<file path="src/rtl/codec_cfg_pkg.sv">
// rtl/codec_cfg_pkg.sv - shared state type, codec register map and frame packing for codec_cfg_arbiter
package codec_cfg_pkg;

  typedef enum logic [1:0] {WAIT_INIT, IDLE, ISSUE, WAIT} state_t;

  localparam logic [6:0] DEV_ADDR_DEF = 7'h1A;

  localparam logic [6:0] REG_LLINE  = 7'd0;
  localparam logic [6:0] REG_RLINE  = 7'd1;
  localparam logic [6:0] REG_LHP    = 7'd2;
  localparam logic [6:0] REG_RHP    = 7'd3;
  localparam logic [6:0] REG_APATH  = 7'd4;
  localparam logic [6:0] REG_DPATH  = 7'd5;
  localparam logic [6:0] REG_PWR    = 7'd6;
  localparam logic [6:0] REG_IFACE  = 7'd7;
  localparam logic [6:0] REG_SRATE  = 7'd8;
  localparam logic [6:0] REG_ACTIVE = 7'd9;

  // I2C address byte carries the write bit (0) in its LSB.
  function automatic logic [23:0] pack_word(input logic [6:0] addr7, input logic [8:0] data9,
                                            input logic [6:0] dev7 = DEV_ADDR_DEF);
    return {dev7, 1'b0, addr7, data9};
  endfunction

endpackage

</file>
<file path="src/rtl/codec_cfg_arbiter_rr_picker.sv">
// rtl/codec_cfg_arbiter_rr_picker.sv - combinational round-robin select of the first set request at or after a pointer
module rr_picker #(
  parameter int N = 2,
  parameter int W = (N > 1) ? $clog2(N) : 1
) (
  input  logic [N-1:0] i_req,
  input  logic [W-1:0] i_ptr,
  output logic         o_any,
  output logic [W-1:0] o_idx
);

  logic [W-1:0] w_pos;

  always_comb begin
    o_any = |i_req;
    o_idx = '0;
    w_pos = '0;
    // Offsets are walked high to low so the nearest set bit after the pointer is written last.
    for (int k = N - 1; k >= 0; k--) begin
      w_pos = W'((int'(i_ptr) + k) % N);
      if (i_req[w_pos]) o_idx = w_pos;
    end
  end

endmodule

</file>
<file path="src/rtl/codec_cfg_arbiter.sv">
// rtl/codec_cfg_arbiter.sv - round-robin sharing of the codec I2C write engine with retry, timeout and per-requester status
module codec_cfg_arbiter
  import codec_cfg_pkg::*;
#(
  parameter int         N_REQ       = 2,
  parameter logic [6:0] DEV_ADDR    = DEV_ADDR_DEF,
  parameter int         MAX_RETRY   = 1,
  parameter int         TIMEOUT_CYC = 1023
) (
  input  logic                i_clk,
  input  logic                i_rst,
  input  logic                i_init_done,
  input  logic [N_REQ-1:0]    i_req,
  input  logic [16*N_REQ-1:0] i_req_data,
  output logic [N_REQ-1:0]    o_grant,
  output logic [N_REQ-1:0]    o_done,
  output logic [N_REQ-1:0]    o_err,
  output logic                o_eng_start,
  output logic [23:0]         o_eng_word,
  input  logic                i_eng_done,
  input  logic                i_eng_ack_ok,
  output logic                o_busy
);

  localparam int PW = $clog2(N_REQ);
  localparam int TW = $clog2(TIMEOUT_CYC + 1);
  localparam int RW = (MAX_RETRY > 0) ? $clog2(MAX_RETRY + 1) : 1;

  state_t           r_state, w_state_nxt;
  logic [PW-1:0]    r_ptr, w_ptr_nxt;
  logic [PW-1:0]    r_owner, w_owner_nxt;
  logic [PW-1:0]    w_pick_idx, w_owner_inc;
  logic [RW-1:0]    r_retry, w_retry_nxt;
  logic [TW-1:0]    r_tmo, w_tmo_nxt;
  logic [23:0]      r_word, w_word_nxt;
  logic [N_REQ-1:0] r_grant, w_grant_nxt;
  logic [N_REQ-1:0] r_done, w_done_nxt;
  logic [N_REQ-1:0] r_err, w_err_nxt;
  logic             r_start, w_start_nxt;
  logic             r_busy;
  logic             w_pick_any;
  logic [15:0]      w_slice;

  rr_picker #(.N(N_REQ), .W(PW)) u_pick (
    .i_req (i_req),
    .i_ptr (r_ptr),
    .o_any (w_pick_any),
    .o_idx (w_pick_idx)
  );

  assign w_slice     = i_req_data[{w_pick_idx, 4'b0000} +: 16];
  assign w_owner_inc = (r_owner == PW'(N_REQ - 1)) ? '0 : r_owner + PW'(1);

  always_comb begin
    w_state_nxt = r_state;
    w_ptr_nxt   = r_ptr;
    w_owner_nxt = r_owner;
    w_retry_nxt = r_retry;
    w_tmo_nxt   = r_tmo;
    w_word_nxt  = r_word;
    w_grant_nxt = '0;
    w_done_nxt  = '0;
    w_err_nxt   = '0;
    w_start_nxt = 1'b0;
    case (r_state)
      WAIT_INIT: if (i_init_done) w_state_nxt = IDLE;
      IDLE: begin
        if (w_pick_any) begin
          w_owner_nxt             = w_pick_idx;
          w_word_nxt              = pack_word(w_slice[15:9], w_slice[8:0], DEV_ADDR);
          w_retry_nxt             = '0;
          w_grant_nxt[w_pick_idx] = 1'b1;
          w_start_nxt             = 1'b1;
          w_state_nxt             = ISSUE;
        end
      end
      ISSUE: begin
        w_tmo_nxt   = '0;
        w_state_nxt = WAIT;
      end
      WAIT: begin
        // An engine result in the timeout cycle takes priority over the timeout.
        if (i_eng_done && i_eng_ack_ok) begin
          w_done_nxt[r_owner] = 1'b1;
          w_ptr_nxt           = w_owner_inc;
          w_state_nxt         = IDLE;
        end else if (i_eng_done && (r_retry < RW'(MAX_RETRY))) begin
          w_retry_nxt = r_retry + RW'(1);
          w_start_nxt = 1'b1;
          w_state_nxt = ISSUE;
        end else if (i_eng_done || (r_tmo == TW'(TIMEOUT_CYC))) begin
          w_err_nxt[r_owner] = 1'b1;
          w_ptr_nxt          = w_owner_inc;
          w_state_nxt        = IDLE;
        end else begin
          w_tmo_nxt = r_tmo + TW'(1);
        end
      end
      default: w_state_nxt = WAIT_INIT;
    endcase
  end

  always_ff @(posedge i_clk or posedge i_rst) begin
    if (i_rst) begin
      r_state <= WAIT_INIT;
      r_ptr   <= '0;
      r_owner <= '0;
      r_retry <= '0;
      r_tmo   <= '0;
      r_word  <= '0;
      r_grant <= '0;
      r_done  <= '0;
      r_err   <= '0;
      r_start <= 1'b0;
      r_busy  <= 1'b0;
    end else begin
      r_state <= w_state_nxt;
      r_ptr   <= w_ptr_nxt;
      r_owner <= w_owner_nxt;
      r_retry <= w_retry_nxt;
      r_tmo   <= w_tmo_nxt;
      r_word  <= w_word_nxt;
      r_grant <= w_grant_nxt;
      r_done  <= w_done_nxt;
      r_err   <= w_err_nxt;
      r_start <= w_start_nxt;
      r_busy  <= (w_state_nxt != IDLE);
    end
  end

  assign o_grant     = r_grant;
  assign o_done      = r_done;
  assign o_err       = r_err;
  assign o_eng_start = r_start;
  assign o_eng_word  = r_word;
  assign o_busy      = r_busy;

endmodule

</file>
<file path="config.mk">
export PLATFORM = sky130hd
export DESIGN_NAME = codec_cfg_arbiter
export DESIGN_NICKNAME = d
export VERILOG_FILES = /design/src/rtl/codec_cfg_pkg.sv /design/src/rtl/codec_cfg_arbiter_rr_picker.sv /design/src/rtl/codec_cfg_arbiter.sv
export SDC_FILE = /design/constraint.sdc
export NUM_CORES = 1
export LEC_CHECK = 0
export ABC_AREA = 1
export CAP_MARGIN = 20
export CORE_UTILIZATION = 28
export DETAILED_ROUTE_END_ITERATION = 16
export GPL_TIMING_DRIVEN = 0
export PLACE_DENSITY_LB_ADDON = 0.08
export SYNTH_ARGS = -nofsm -noshare
export SYNTH_HDL_FRONTEND = slang
export SYNTH_SLANG_ARGS = --single-unit
</file>
<file path="constraint.sdc">
create_clock -name i_clk -period 1.45 [get_ports i_clk]
set_clock_uncertainty 0.1 [all_clocks]
set_input_delay 0.29 -clock i_clk [delete_from_list [all_inputs] [get_ports i_clk]]
set_output_delay 0.29 -clock i_clk [all_outputs]
set_load 0.05 [all_outputs]
</file>
==> results of run 1 <==
registers in the layout, indices dropped and copies added (netlist names):
register and count:
o_busy 1, o_done 2, o_eng_start 1, o_eng_word 17, o_err 2, o_grant 2, r_owner 1, r_ptr 1
r_retry 1, r_state 2, r_tmo 10
power groups by stage:
stage | Sequential, mW | Clock, mW | Combinational (mW)
2_1_floorplan | 2.68 | 0 | 0.988
3_3_place_gp | 1.75 | 0 | 2.92
3_5_place_dp | 1.76 | 0 | 2.92
4_1_cts | 1.74 | 1.02 | 3.17
5_1_grt | 1.79 | 1.07 | 3.54
6_report | 1.74 | 0.987 | 3.25
worst max-delay path by stage:
| stage | start | endpoint | slack [ns] | cells past startpoint |
|---|---|---|---|---|
| CTS | r_tmo[0] | r_tmo[2] | -0.07 | 10 |
| global placement | i_rst | r_ptr | -0.89 | 2 |
| finish | r_tmo[0] | r_tmo[2] | -0.06 | 10 |
| global route | r_tmo[1] | r_tmo[2] | -0.14 | 10 |
| detailed placement | i_req[1] | o_eng_word[4] | -0.47 | 6 |
| floorplan | r_tmo[0] | r_tmo[7] | -0.10 | 9 |
timing repair:
action                     4_1_cts  5_1_grt
setup endpoints to repair       52       48
cloned                           1        2
pin swaps                        5        8
hold endpoints to repair         0        0
resized for setup              112       50
setup buffers                   10        4
metrics by stage:
| stage | area (um^2) | hold WS, ns |
|---|---|---|
| 2_1_floorplan | 2040 | 0.344 |
| 3_3_place_gp | 2820 | 0.370 |
| 3_5_place_dp | 2840 | 0.371 |
| 4_1_cts | 3130 | 0.0664 |
| 5_1_grt | 3140 | 0.0726 |
| 6_report | 3140 | 0.0785 |
area by class of cell:
class / count / area, um^2 / share of cell area, %
Inverter: 23 / 96.3 / 3.07
Clock buffer: 6 / 82.6 / 2.63
Sequential cell: 40 / 1000 / 32.0
Buffer: 12 / 100 / 3.19
Tap cell: 96 / 120 / 3.82
Timing Repair Buffer: 82 / 756 / 24.1
Multi-Input combinational cell: 183 / 943 / 30.0
Clock inverter: 2 / 38.8 / 1.24
layer usage:
metal | global-route usage [%] | vias up
li1 | - | 976
met1 | 19.5 | 855
met2 | 24.9 | 53
met3 | 5.78 | 4
met4 | 3.64 | 0
met5 | 0 | -
critical path: cells and delay by family, from the launching register on:
family	cells	cell delay, ns
adders and majority gates	1	0.17
DFF	1	0.43
buffers and inverters	2	0.17
and+or+nand+nor	7	0.51
layout by cell type (no fill, tap or decap), drive strengths merged:
cell           count
buf               46
bufinv             1
clkbuf             8
clkdlybuf4s15      8
clkdlybuf4s50     38
clkinv             1
conb               5
dfrtp             40
ha                 1
inv               23
nand2             77
nand3             12
nand4              4
nor2              38
nor3b              2
o21ai             40
o21bai             1
or2                2
xnor2              1
cell families after synthesis:
kind of cell | Yosys count
simple gates | 135
compound gates | 41
flops | 40
buf+inv | 36
xor+xnor | 1
fa+ha+maj | 1
other cells | 1
==> results.txt, run 1 <==
Worst path slowest cell = dfrtp_2
Largest net degree at the start of global routing = 39
Synth Area per Inst = 7.95 um^2
M1 WL = 2.48 mm
Total global-route track usage = 15.4%
Vias in the first global route = 1896
Final Core Density = 45.5%
Non-Filler Instances = 444
Commonest cells in the netlist = 73 x nand2_1, 40 x dfrtp_1, 36 x nor2_1, 22 x o21ai_0, 20 x inv_1
FP Rows = 30
Critical Path Max Stage Delay = 0.43 ns
Cell Pwr Density = 1900 mW/mm^2
Worst-path cell chain = ha_4, nand2_4, nor2_4, nand3_4, nand3_4, nand2_8, buf_6, inv_8, nand2_1, nand2_1
Top cells by area, synth = dfrtp_1 49%, nand2_1 14%, nor2_1 6.7%
CTS Hold Buffers Added = 0
Max layer used = met4
RSZ-0062 raised after global routing = true
Global-route wire length before repair = 8.98 mm
Mapped cell area = 0.00203 mm^2
Port buffer count = 65
Max rail drop VDD = 804 uV
Cts bufs inserted = 5
Clock Path Buffers = 2
Area delta synth->final = 54.9%
Multiplexer share of the synthesized area = 0%
Worst hold path type = in -> async
CP startpoint kind = flip-flop
Sequential group share of total power = 29.1%
CTS Root Cell = clkbuf_8
Post-Synth XOR/XNOR Area = 0.432%
Die width = 87.1 um
Reg2reg start = r_tmo[0]
Int Power = 3.17 mW
DR WL/cell = 12.0 um
Final worst setup slack = -0.0586 ns
Setup crit end kind = flip-flop
Core footprint = 0.00691 mm^2
Largest family of logic cells by synthesized area = simple AND/OR/NAND/NOR gates
Simple-gate share of the synthesized area = 29.6%
Worst EP arrival = 1.59 ns
Seq/Total Area, Yosys = 49.4%
Max-slew violations = 0
Clock Latency Late Sink = 0.29 ns
Layout cells sized above 1 = 28.4%
Worst reg2reg path depth = 10
Detailed-route DRC error count = 0
Crit path max fanout = 6
Final Hold Viols = 0
Final WL = 5.34 mm
Predominant post-synthesis flop cell = dfrtp_1
Clock network power share = 16.5%
Drt first pass iters = 4
Congestion Overflow GR = 0
Status = finished, violations left
Static Leak = 1.50 nW
Minimum clock period = 1.51 ns
IO Pins = 71
Adder-Cell Fraction of Synth Area = 0.617%
Routed met2 length = 2.45 mm
Post-synth ARST share = 100%
Cell variety after synth = 26
H-tree levels = 2
Clock transition at path regs = 0.09 ns
Synth Area in Compound Gates = 11.2%
Placed Cells = 421
Dpl ws = -0.467 ns
Failing checks = setup timing
Total number of vias = 1888
Gpl congestion = 0.748
Crit Path Class = reg -> reg
Switching share of power = 46.9%
Post-synth EDFFs = 0
Post-route ant nets = 0
Required time at the worst-slack endpoint = 1.53 ns
CTS tree = yes
Period utilization = 104%
Final HPWL DP = 3.64 mm
Mapped Cells = 255
MaxCap Viol Count = 0
Antenna violations before repair = 0
Diode count = 0
FMAX = 663 MHz
Syn. warnings = 0
Setup violators final = 12
Post-synth top area share = 49.4%
Area leader, netlist = dfrtp_1
Setup TNS = -0.374 ns
Die Y = 87.1 um
Met3 wire len = 372 um
Vias per Instance = 4.25
Most common cell in the netlist = nand2_1
1st-iter DRT viols = 68
Yosys reg bits = 40
Worst flop-to-flop path endpoint = r_tmo[2]
Total Power = 5.98 mW
R2r setup slk = -0.06 ns
Fill cells = 736
Clk sinks = 40
Nets = 387
Full die area = 0.00758 mm^2
Gate power share = 54.4%
Sw power = 2.80 mW
Initial Util = 29.3%
Power figures use the tool's default switching activity.
==> run 2, diff against run 1 <==
CELL_PAD_IN_SITES_DETAIL_PLACEMENT = 1   (was default)
CELL_PAD_IN_SITES_GLOBAL_PLACEMENT = 2   (was default)
CORE_UTILIZATION = 22   (was 28)
SETUP_SLACK_MARGIN = 0.15   (was default)
==> run 2 against run 1 <==
The flow still finishes with violations (setup timing). Clock power down 5.0%. Via count up 5.9%. Largest cell class is now buffers. First-iteration DRC count is 71% lower. Critical endpoint unchanged.
==> results.txt, run 2 (synthesized netlist as in run 1, its figures left out) <==
Status = finished, violations left (unchanged)
Failing checks = setup timing (unchanged)
Worst hold path type = in -> async (unchanged)
Post-route ant nets = 0 (unchanged)
Total number of vias = 2000 (was 1888)
Largest net degree at the start of global routing = 21 (was 39)
Worst EP arrival = 1.63 ns (was 1.59 ns)
Die Y = 98.0 um (was 87.1 um)
Initial Util = 23.0% (was 29.3%)
Dpl ws = -0.539 ns (was -0.467 ns)
FMAX = 670 MHz (was 663 MHz)
Final worst setup slack = -0.0425 ns (was -0.0586 ns)
Setup crit end kind = flip-flop (unchanged)
Clk sinks = 40 (unchanged)
Static Leak = 1.65 nW (was 1.50 nW)
Crit path max fanout = 6 (unchanged)
FP Rows = 34 (was 30)
RSZ-0062 raised after global routing = true (unchanged)
Antenna violations before repair = 0 (unchanged)
Total Power = 7.04 mW (was 5.98 mW)
Multi-input logic area = 0.00105 mm^2 (was 943 um^2)
DR WL/cell = 13.7 um (was 12.0 um)
Required time at the worst-slack endpoint = 1.59 ns (was 1.53 ns)
Die width = 98.0 um (was 87.1 um)
Vias per Instance = 4.25 (about the same)
CTS Root Cell = clkbuf_8 (unchanged)
Gpl congestion = 0.711 (was 0.748)
Full die area = 0.00960 mm^2 (was 0.00758 mm^2)
Largest register FFs = 17 (unchanged)
Total global-route track usage = 13.5% (was 15.4%)
IO Pins = 71 (unchanged)
Commonest non-fill, non-tap cell in the layout = nand2_1 (unchanged)
Vias in the first global route = 1982 (was 1896)
Area delta synth->final = 73.7% (was 54.9%)
Least-Margin Pin Slew = 0.501 ns
Clock Path Buffers = 2 (unchanged)
Reg2reg start = r_tmo[1] (was r_tmo[0])
Max-slew violations = 0 (unchanged)
Setup violators final = 11 (was 12)
Fill cells = 1030 (was 736)
Crit path from = r_tmo[1] (was r_tmo[0])
FF/Latch Area = 0.00101 mm^2 (was 0.00100 mm^2)
1st-iter DRT viols = 20 (was 68)
Max rail drop VDD = 681 uV (was 804 uV)
Nets = 402 (was 387)
Slew headroom = 66.5%
Congestion Overflow GR = 0 (unchanged)
H-tree levels = 2 (unchanged)
Clock Latency Late Sink = 0.30 ns (was 0.29 ns)
Global-route wire length before repair = 10.1 mm (was 8.98 mm)
CP startpoint kind = flip-flop (unchanged)
Core footprint = 0.00881 mm^2 (was 0.00691 mm^2)
Layout cells sized above 1 = 39.1% (was 28.4%)
Cts bufs inserted = 5 (unchanged)
Diode count = 0 (unchanged)
Detailed-route DRC error count = 0 (unchanged)
Drt first pass iters = 4 (unchanged)
Final HPWL DP = 4.22 mm (was 3.64 mm)
Final Hold Viols = 0 (unchanged)
MaxCap Viol Count = 0 (unchanged)
Most frequent cells in the layout = 47 x nand2_1, 36 x clkdlybuf4s50_1, 36 x dfrtp_1 (was 66 x nand2_1, 38 x clkdlybuf4s50_1, 38 x dfrtp_1)
Final WL = 6.44 mm (was 5.34 mm)
Minimum clock period = 1.49 ns (was 1.51 ns)
Period utilization = 103% (was 104%)
Clock transition at path regs = 0.08 ns (was 0.09 ns)
CTS tree = yes (unchanged)
Port buffer count = 65 (unchanged)
Crit Path Class = reg -> reg (unchanged)
Cell Pwr Density = 2000 mW/mm^2 (was 1900 mW/mm^2)
run 2: cell types whose count changed in the layout (fill, tap and decap cells not counted), moves of 8 or more:
cell and delta:
buf_2 -17, buf_4 +12, buf_6 +17, clkdlybuf4s15_2 -8, nand2_1 -19, nand2_2 +13
run 2: cell type report:
| class | instances | area share [%] |
|---|---|---|
| clock buffers | 6 | 2.06 |
| well taps | 108 | 3.84 |
| flip-flops and latches | 40 | 28.6 |
| repair buffers | 95 | 27.5 |
| plain buffers | 13 | 3.87 |
| multi-input cells | 183 | 29.9 |
| repair inverters | 1 | 0.213 |
| inverters | 23 | 3.06 |
| clock inverters | 2 | 0.995 |
run 2: power by group:
| group | switching [mW] | internal [mW] |
|---|---|---|
| Combinational | 2.42 | 1.84 |
| Sequential | 0.338 | 1.50 |
| Clock | 0.426 | 0.512 |
run 2: final timing paths:
path / cells after the start / end / slack [ns]
setup reg to reg: 10 / r_tmo[2] / -0.04
hold reg to reg: 1 / o_done[0] / 0.40
setup / recovery: 10 / r_tmo[2] / -0.04
max in group asynchronous: 2 / o_grant[0] / 0.55
min in group i_clk: 1 / o_done[0] / 0.40
hold / removal: 2 / o_eng_word[0] / 0.39
run 2: critical path, cell delays in order, from the launching register on:
cell	delay, ns
dfrtp_1	0.40
ha_4	0.16
nand2_4	0.06
nor2_4	0.14
nand3_4	0.08
nand3_2	0.08
nand2_4	0.09
buf_6	0.15
inv_8	0.07
nand2_2	0.04
nand2_1	0.06
run 2: layer usage:
| layer | part of all wire [%] | GRT usage (%) | wire (um) | up-vias |
|---|---|---|---|---|
| li1 | - | - | - | 1008 |
| met1 | 45 | 17.3 | 2880 | 943 |
| met2 | 48 | 21.8 | 3100 | 45 |
| met3 | 6.3 | 4.51 | 403 | 4 |
| met4 | 0.79 | 3.85 | 51 | 0 |
| met5 | 0 | 0 | 0 | - |
run 2: stage by stage:
step | utilization [%] | cell area (um^2) | TNS (ns) | std cells | hold slack, ns
after global routing | 40.0 | 3520 | -1.55 | 471 | 0.435
after CTS | 36.0 | 3170 | -1.11 | 456 | 0.399
after global placement | 32.2 | 2840 | -17.76 | 432 | 0.374
after detailed placement | 32.2 | 2840 | -19.52 | 432 | 0.381
after floorplan | - | 2050 | -0.758 | 259 | 0.169
final | 40.0 | 3520 | -0.310 | 471 | 0.388
run 2: timing repair:
item                                    CTS  global route
gates resized for setup                 220            60
setup buffers                            14            14
hold endpoints to repair                  0             0
cloned                                    2             1
pin swaps                                10            15
endpoints found under the setup margin   67            61
hold buffers                              0             0
